<file path="src/rtl/elevator_pkg.sv">
// Shared types and constants for the three-floor elevator controller.
// Debug ports are enabled with the ELEVATOR_STATE_DBG_EN macro in the top module.
package elevator_pkg;

  localparam int NUM_FLOORS = 3;

  // Enum order is the debug encoding: CLOSING_DOORS1 = 0 ... DOWN_2TO1 = 9.
  typedef enum logic [3:0] {
    CLOSING_DOORS1 = 4'd0,
    CLOSING_DOORS2 = 4'd1,
    CLOSING_DOORS3 = 4'd2,
    OPENED_DOORS1  = 4'd3,
    OPENED_DOORS2  = 4'd4,
    OPENED_DOORS3  = 4'd5,
    UP_1TO2        = 4'd6,
    UP_2TO3        = 4'd7,
    DOWN_3TO2      = 4'd8,
    DOWN_2TO1      = 4'd9
  } elev_state_t;

  localparam logic [1:0] DIR_STOP = 2'b00;
  localparam logic [1:0] DIR_UP   = 2'b01;
  localparam logic [1:0] DIR_DOWN = 2'b10;

  localparam logic [1:0] FS_MID = 2'b00;
  localparam logic [1:0] FS_F1  = 2'b01;
  localparam logic [1:0] FS_F2  = 2'b10;
  localparam logic [1:0] FS_F3  = 2'b11;

endpackage

</file>
<file path="src/rtl/elevator_req_reg.sv">
// Per-floor request latch; ereq merges live button presses so the FSM can
// react in the same cycle a button goes high.
module elevator_req_reg
  import elevator_pkg::*;
(
  input  logic                  clk,
  input  logic                  rst,
  input  logic [NUM_FLOORS:1]   set,
  input  logic [NUM_FLOORS:1]   clear,
  output logic [NUM_FLOORS:1]   req,
  output logic [NUM_FLOORS:1]   ereq
);

  // NOTE: sequential state uses non-blocking assignments so every flop samples pre-edge values.
  always_ff @(posedge clk or negedge rst) begin
    if (!rst) begin
      req <= '0;
    end else begin
      // Clear is applied after set so a held button cannot survive the door opening.
      req <= (req | set) & ~clear;
    end
  end

  assign ereq = req | set;

endmodule

</file>
<file path="src/rtl/elevator_controller.sv">
// Three-floor elevator car controller: request latching, door/travel sequencing, Moore outputs.
// Define ELEVATOR_STATE_DBG_EN to expose state_dbg and req_dbg.
module elevator_controller
  import elevator_pkg::*;
(
  input  logic       clk,
  input  logic       rst,
  input  logic       UP1,
  input  logic       UP2,
  input  logic       DOWN2,
  input  logic       DOWN3,
  input  logic       FLOOR1,
  input  logic       FLOOR2,
  input  logic       FLOOR3,
  input  logic       DC,
  input  logic [1:0] FS,
  output logic       door,
  output logic [1:0] direction
`ifdef ELEVATOR_STATE_DBG_EN
  ,
  output logic [3:0] state_dbg,
  output logic [2:0] req_dbg
`endif
);

  elev_state_t             state, state_next;
  logic                    last_up;
  logic [NUM_FLOORS:1]     set, clear, req, ereq;

  assign set = {DOWN3 | FLOOR3, UP2 | DOWN2 | FLOOR2, UP1 | FLOOR1};

  elevator_req_reg u_req_reg (
    .clk   (clk),
    .rst   (rst),
    .set   (set),
    .clear (clear),
    .req   (req),
    .ereq  (ereq)
  );

  always_ff @(posedge clk or negedge rst) begin
    if (!rst) begin
      state   <= CLOSING_DOORS1;
      last_up <= 1'b1;
    end else begin
      state <= state_next;
      if (state_next == UP_1TO2 || state_next == UP_2TO3) begin
        last_up <= 1'b1;
      end else if (state_next == DOWN_3TO2 || state_next == DOWN_2TO1) begin
        last_up <= 1'b0;
      end
    end
  end

  // NOTE: every always_comb output gets a default first so no path can infer a latch.
  always_comb begin
    state_next = state;
    door       = 1'b1;
    direction  = DIR_STOP;
    clear      = '0;

    unique case (state)
      CLOSING_DOORS1: begin
        if (ereq[1])                     state_next = OPENED_DOORS1;
        else if (DC && (ereq[2] || ereq[3])) state_next = UP_1TO2;
      end
      CLOSING_DOORS2: begin
        if (ereq[2]) begin
          state_next = OPENED_DOORS2;
        end else if (DC) begin
          // Requests on both sides: keep going the way the car last travelled.
          if (ereq[3] && ereq[1]) state_next = last_up ? UP_2TO3 : DOWN_2TO1;
          else if (ereq[3])       state_next = UP_2TO3;
          else if (ereq[1])       state_next = DOWN_2TO1;
        end
      end
      CLOSING_DOORS3: begin
        if (ereq[3])                     state_next = OPENED_DOORS3;
        else if (DC && (ereq[1] || ereq[2])) state_next = DOWN_3TO2;
      end
      OPENED_DOORS1: begin
        door     = 1'b0;
        clear[1] = 1'b1;
        if (ereq[2] || ereq[3]) state_next = CLOSING_DOORS1;
      end
      OPENED_DOORS2: begin
        door     = 1'b0;
        clear[2] = 1'b1;
        if (ereq[1] || ereq[3]) state_next = CLOSING_DOORS2;
      end
      OPENED_DOORS3: begin
        door     = 1'b0;
        clear[3] = 1'b1;
        if (ereq[1] || ereq[2]) state_next = CLOSING_DOORS3;
      end
      UP_1TO2: begin
        direction = DIR_UP;
        if (FS == FS_F2) state_next = (ereq[2] || !ereq[3]) ? OPENED_DOORS2 : UP_2TO3;
      end
      UP_2TO3: begin
        direction = DIR_UP;
        if (FS == FS_F3) state_next = OPENED_DOORS3;
      end
      DOWN_3TO2: begin
        direction = DIR_DOWN;
        if (FS == FS_F2) state_next = (ereq[2] || !ereq[1]) ? OPENED_DOORS2 : DOWN_2TO1;
      end
      DOWN_2TO1: begin
        direction = DIR_DOWN;
        if (FS == FS_F1) state_next = OPENED_DOORS1;
      end
      default: state_next = CLOSING_DOORS1;
    endcase
  end

`ifdef ELEVATOR_STATE_DBG_EN
  assign state_dbg = state;
  assign req_dbg   = req;
`else
  logic unused_req;
  assign unused_req = ^req;
`endif

endmodule

</file>
<file path="config.mk">
export PLATFORM = sky130hd
export DESIGN_NAME = elevator_controller
export DESIGN_NICKNAME = d
export VERILOG_FILES = /design/src/rtl/elevator_pkg.sv /design/src/rtl/elevator_req_reg.sv /design/src/rtl/elevator_controller.sv
export SDC_FILE = /design/constraint.sdc
export NUM_CORES = 1
export LEC_CHECK = 0
export CORE_MARGIN = 1.5
export CORE_UTILIZATION = 35
export CTS_CLUSTER_SIZE = 12
export DETAILED_ROUTE_END_ITERATION = 16
export PLACE_DENSITY = 0.7
export SYNTH_ARGS = -nofsm -noshare
export SYNTH_HDL_FRONTEND = slang
export SYNTH_SLANG_ARGS = --single-unit
</file>
<file path="constraint.sdc">
create_clock -name clk -period 3.5 [get_ports clk]
set_input_delay 1.05 -clock clk [delete_from_list [all_inputs] [get_ports clk]]
set_output_delay 1.05 -clock clk [all_outputs]
set_load 0.02 [all_outputs]
</file>
Yosys cells after proc, flatten, opt, wreduce, memory -nomap -nowiden
Index checks and enable logic that the tools add are counted.
{"block": "classes", "add_sub_neg": 0, "mul": 0, "div": 0, "n_lt_le_gt_ge": 0, "eq_ne": 16, "shift": 0, "n_mux": 27, "bitwise_logic": 7, "n_reduce_logical": 17}
{"operator": "2-to-1 mux 4 bit", "count": 18}
{"operator": "case mux 4 bit (10 select lines)", "count": 1}
{"operator": "== test 4 x 3 -> 1 bit, second input constant", "count": 6}
{"operator": "== test 4 bit, second input constant", "count": 4}
{"operator": "== test 4 x 2 -> 1 bit, second input constant", "count": 2}
{"operator": "logical OR 1 bit", "count": 7}
{"operator": "2-to-1 mux 1 bit", "count": 6}
{"operator": "== test 2 bit, second input constant", "count": 2}
{"operator": "== test 4 x 1 -> 1 bit, second input constant", "count": 1}
{"operator": "logical NOT 4 bit", "count": 1}
{"operator": "bitwise OR 1 bit", "count": 4}
{"operator": "case mux 2 bit (2 select lines)", "count": 1}
{"operator": "OR reduction 2 bit", "count": 2}
{"operator": "bitwise AND 3 bit", "count": 1}
{"operator": "logical AND 1 bit", "count": 3}
{"operator": "NOT 3 bit", "count": 1}
{"operator": "bitwise OR 3 bit", "count": 1}
{"operator": "OR reduction 3 bit", "count": 1}
{"operator": "== test 2 x 1 -> 1 bit, second input constant", "count": 1}
{"operator": "logical NOT 1 bit", "count": 2}
{"operator": "2-to-1 mux 2 bit", "count": 1}
{"operator": "nonzero test 2 bit", "count": 1}
{"block": "word_totals", "register_bits": 8, "latch_bits": 0, "ramBits": 0, "romBits": 0, "inputBits": 12, "out_inout_bits": 3, "word_cells": 70, "memories": 0}

Logic depth before layout (Yosys ltp)
{"block": "logic_depth", "ltp_word": 13, "ltp_mapped": 7, "ltp_nobuf": 6}

Modules after synthesis
From an unflattened synthesis, not the netlist that was laid out.
{"block": "unflattened", "hier_cells": 94, "area_unflattened_um2": 759.5}
{"module": "elevator_controller", "n_inst": 1, "cells_per_inst": 85, "area_per_inst_um2": 635.6, "seq_area_each_um2": 126.4}
{"module": "elevator_req_reg", "n_inst": 1, "cells_per_inst": 9, "area_per_inst_um2": 123.9, "seq_area_each_um2": 75.1}

Least setup slack after synthesis
Ideal clock, no wire load.
{"block": "synth_path", "path_type": "input port to flip-flop", "start": "input DOWN2", "end": "register last_up", "setup_ns": 0.080, "t_arrival_ns": 2.599, "t_required_ns": 3.420, "setup_slack_ns": 0.821, "path_stages": 6, "n_path_buf": 1, "path_cell_list": "or4_4 > buf_6 > nor2_4 > o21ai_1 > or4_4 > a32o_1"}
{"block": "synth_via", "elab_chain_cells": 11, "elab_cells_between_ends": 29, "classes_between": "eq/ne: 4; mux: 13; bitwise: 3; reduce/logical: 9"}
{"element": "start, declared", "line": "elevator_controller.sv:10", "source": "input logic DOWN2,"}
{"element": "bitwise OR 1 bit (*) (2 in series)", "line": "elevator_controller.sv:30", "source": "assign set = {DOWN3 | FLOOR3, UP2 | DOWN2 | FLOOR2, UP1 | FLOOR1};"}
{"element": "bitwise OR 3 bit (*)", "line": "elevator_req_reg.sv:24", "source": "assign ereq = req | set;"}
{"element": "logical OR 1 bit, on equally long branches"}
{"element": "logical AND 1 bit, on equally long branches", "line": "elevator_controller.sv:79, elevator_controller.sv:65"}
{"element": "2-to-1 mux 4 bit, on equally long branches", "line": "elevator_controller.sv:79, elevator_controller.sv:65"}
{"element": "2-to-1 mux 4 bit, on equally long branches", "line": "elevator_controller.sv:78, elevator_controller.sv:64"}
{"element": "case mux 4 bit (10 select lines) (*)", "line": "elevator_controller.sv:62", "source": "unique case (state)"}
{"element": "via state_next[2]", "line": "elevator_controller.sv:26", "source": "elev_state_t state, state_next;"}
{"element": "== test 4 x 3 -> 1 bit / == test 4 bit (equally long branches)", "line": "elevator_controller.sv:47, elevator_controller.sv:49"}
{"element": "logical OR 1 bit, on equally long branches", "line": "elevator_controller.sv:47, elevator_controller.sv:49"}
{"element": "2-to-1 mux 1 bit / nonzero test 2 bit (equally long branches)"}
{"element": "end signal, assigned", "line": "elevator_controller.sv:44", "source": "last_up <= 1'b1;"}
{"element": "end signal, assigned", "line": "elevator_controller.sv:48", "source": "last_up <= 1'b1;"}
{"element": "end signal, assigned", "line": "elevator_controller.sv:50", "source": "last_up <= 1'b0;"}
{"element": "end, declared", "line": "elevator_controller.sv:27", "source": "logic last_up;"}
The timed path passes the listed nets; every way through them passes the cells marked *.
A chain may end at the register's enable or synchronous reset.

Worst setup path after layout
{"block": "layout_path", "start": "register state[3]", "end": "output direction[0]"}
{"block": "layout_via", "elab_chain_cells": 3, "elab_cells_between_ends": 7, "classes_between": "eq/ne: 4; mux: 1; reduce/logical: 2"}
{"element": "start, declared", "line": "elevator_controller.sv:26"}
{"element": "start signal, assigned", "line": "elevator_controller.sv:46", "source": "state <= state_next;"}
{"element": "== test 4 bit / == test 4 x 3 -> 1 bit (equally long branches)", "line": "elevator_controller.sv:62"}
{"element": "OR reduction 2 bit (no source line)"}
{"element": "case mux 2 bit (2 select lines) (*)", "line": "elevator_controller.sv:62"}
{"element": "end, declared", "line": "elevator_controller.sv:18", "source": "output logic [1:0] direction"}
Every way passes the cells marked *; elsewhere a longest branch is shown, timed or not.

==> results.toml <==
[yosys]
async_flop_share_pct = 100.0
synth_seq_area_share_pct = 29.06
avgSynthCellArea_um2 = 7.617
synth_top_cell_by_area = "dfrtp_1"
netlist_area_um2 = 693.2
yosys.cell_types.count = 35
syn_nets = 103
synth.area.top_cells = "dfrtp_1, a21oi_1, nand2_1, nor3_1, nor2_1"
synthTopCellsByCount = "nand2_1, a21oi_1, nor2_1, dfrtp_1, nor3_1"
synth_cells = 91
synth.most_common_cell = "nand2_1"
synth_top_area_share_pct = 25.27
synth_warnings = 0
synth_top_flop_cell = "dfrtp_1"
synth_edf_count = 0
ys_ff_latch = 8

[timing]
tightest_slew_ns = 0.8427
maxSlewHeadroom_pct = 43.39
setup_viol = 0
fmax_mhz = 339.1
hold_viol = 0
setup_tns_ns = 0
fin_crit_sh_pct = 84.26
rsz0062_at_grt = "false"
report.final.slew_viol_count = 0
period_minus_slack_ns = 2.949
skew_ns = 0.01335

[detailed_routing]
vias = 774
viasPerCell = 5.908
routedWlPerCell_um = 13.61
wl_um = 1783
first_pass_iters = 4
drt-initial-drc-count = 27
route.detailed.drc = 0
antenna_left = 0

[power_and_ir_drop]
combPwrFrac_pct = 53.9
ir_drop_uv = 319.3
swShare_pct = 44.02
power_frac_clock_pct = 13.9
intPower_uw = 318.5
power.switching_uw = 250.5
p_per_area_mw_per_mm2 = 654.3
p_leak_uw = 0.0003393
p_seq_share_pct = 32.3

[finish]
final_net_count = 119
drive_above_1_share_pct = 12.26
antenna_cells = 0
layoutNonFillerInstCount = 131
areaGrowthSynthToFinish_pct = 25.45

[floorplanning]
initial_core_util_pct = 38.47
rows = 15
fp.dieH_um = 47.50
core_mm2 = 0.001802
ios = 15
die_x_um = 47.50
dieArea_mm2 = 0.002256

[worst_setup_path]
crit_fanout = 10
cp-end-kind = "output port"
timing.rr.start = "state[1]"
rrSetupSlack_ns = 1.37
critical_path_class = "reg -> out"
critPathLaunchType = "register"
crit_arrival_ns = 1.90
required_ns = 2.45
r2r-end = "last_up"
r2r_cells = 6

[worst_hold_path]
min_path_type = "reg -> reg"
min_to = "last_up"
worstHoldPathCells = 1
min_from = "last_up"

[grt]
grt_pass1_vias = 696
antenna_found_initial = 0
grt_use_total_pct = 19.08
overflow = 0
grt_max_degree = 14
grt_pass1_wl_um = 2925

[clock_network]
clk_pin_slew_ns = 0.05
clockBufferDepth = 2
holdBufCountCts = 0
cts_resized = 0
postCtsSetupBuffers = 0
cts.sinks = 8
root_buffer = "clkbuf_4"
clk_latency_ns = 0.27
cts_tree = "yes"
cts_max_level = 1
numCtsBuffers = 3

[outcome]
status = "completed"

[job]
drv_cap = 0

[placed_design]
hpwl_um = 1346
dp_cells = 127
place_congestion = 0.9758
io_buffer_count = 14
-- worst max-delay path by stage --
stage                         from            to  slack [ns]  cells past startpoint
after floorplan              DOWN2       last_up        0.82                      6
after global placement       DOWN2       last_up        0.39                      6
after detailed placement    FLOOR3       last_up        0.35                      6
after CTS                 state[3]  direction[0]        0.57                      3
after global routing      state[3]  direction[0]        0.45                      3
final                     state[3]  direction[0]        0.55                      3
-- cell usage in the layout, fill, tap and decap left out, types with 3 or more instances in the layout --
cell	n
dfrtp_1	7
a21oi_1	10
nand2_1	12
nor2_1	8
o21ai_1	4
clkdlybuf4s50_1	14
clkbuf_4	3
nor3_1	6
-- sequential cells by signal, summed over array words and instances, names as in the netlist --
name and flops:
last_up 1, u_req_reg.req 3, state 4
-- power by group through the flow --
| stage | sequential [µW] | clock (µW) | combinational (µW) |
|---|---|---|---|
| 2_1_floorplan | 153 | 0 | 249 |
| 3_3_place_gp | 186 | 0 | 301 |
| 3_5_place_dp | 185 | 0 | 299 |
| 4_1_cts | 183 | 82.8 | 301 |
| 5_1_grt | 192 | 89.4 | 337 |
| 6_report | 184 | 78.9 | 306 |
-- cells by family (layout without fill, tap and decap cells) --
family                 Yosys count  after routing  synth area share, %
muxes                            1              1                1.444
DFF                              8              8                29.06
buffers and inverters            7             22                6.316
AOI/OAI and AO/OA               30             30                27.98
and+or+nand+nor                 45             45                35.20
-- through the flow --
step | util (%) | cell area [µm²] | hold slack [ns] | total power (µW) | setup WS [ns]
6_report | 48.26 | 869.6 | 0.5764 | 569.0 | 0.5507
5_1_grt | 48.26 | 869.6 | 0.5916 | 618.1 | 0.4541
4_1_cts | 48.26 | 869.6 | 0.5811 | 566.6 | 0.5677
3_5_place_dp | 46.81 | 843.3 | 0.5737 | 484.1 | 0.3516
3_3_place_gp | 46.81 | 843.3 | 0.5636 | 487.5 | 0.3928
2_1_floorplan | - | 693.2 | 0.5015 | 401.6 | 0.8214
-- worst max-delay path, stage by stage, from the launching register on --
cell	delay, ns
dfrtp_1	0.49
nor2b_1	0.32
and2_1	0.21
clkdlybuf4s50_1	0.62
-- cell type report --
| class | instances | area [µm²] |
|---|---|---|
| fill | 190 | 932.1 |
| multi-input combinational | 76 | 447.9 |
| sequential | 8 | 201.4 |
| timing repair buffer | 16 | 155.1 |
| tap | 25 | 31.28 |
| clock buffer | 4 | 26.28 |
| inverter | 2 | 7.507 |
-- layer usage --
metal | up-vias | wire length, µm | global-route usage (%)
li1 | 365 | - | -
met1 | 376 | 801 | 22.58
met2 | 26 | 833 | 29.46
met3 | 7 | 113 | 6.792
met4 | 0 | 35 | 11.67
met5 | - | 0 | 0
No activity file was read; power rests on OpenSTA's default activity.
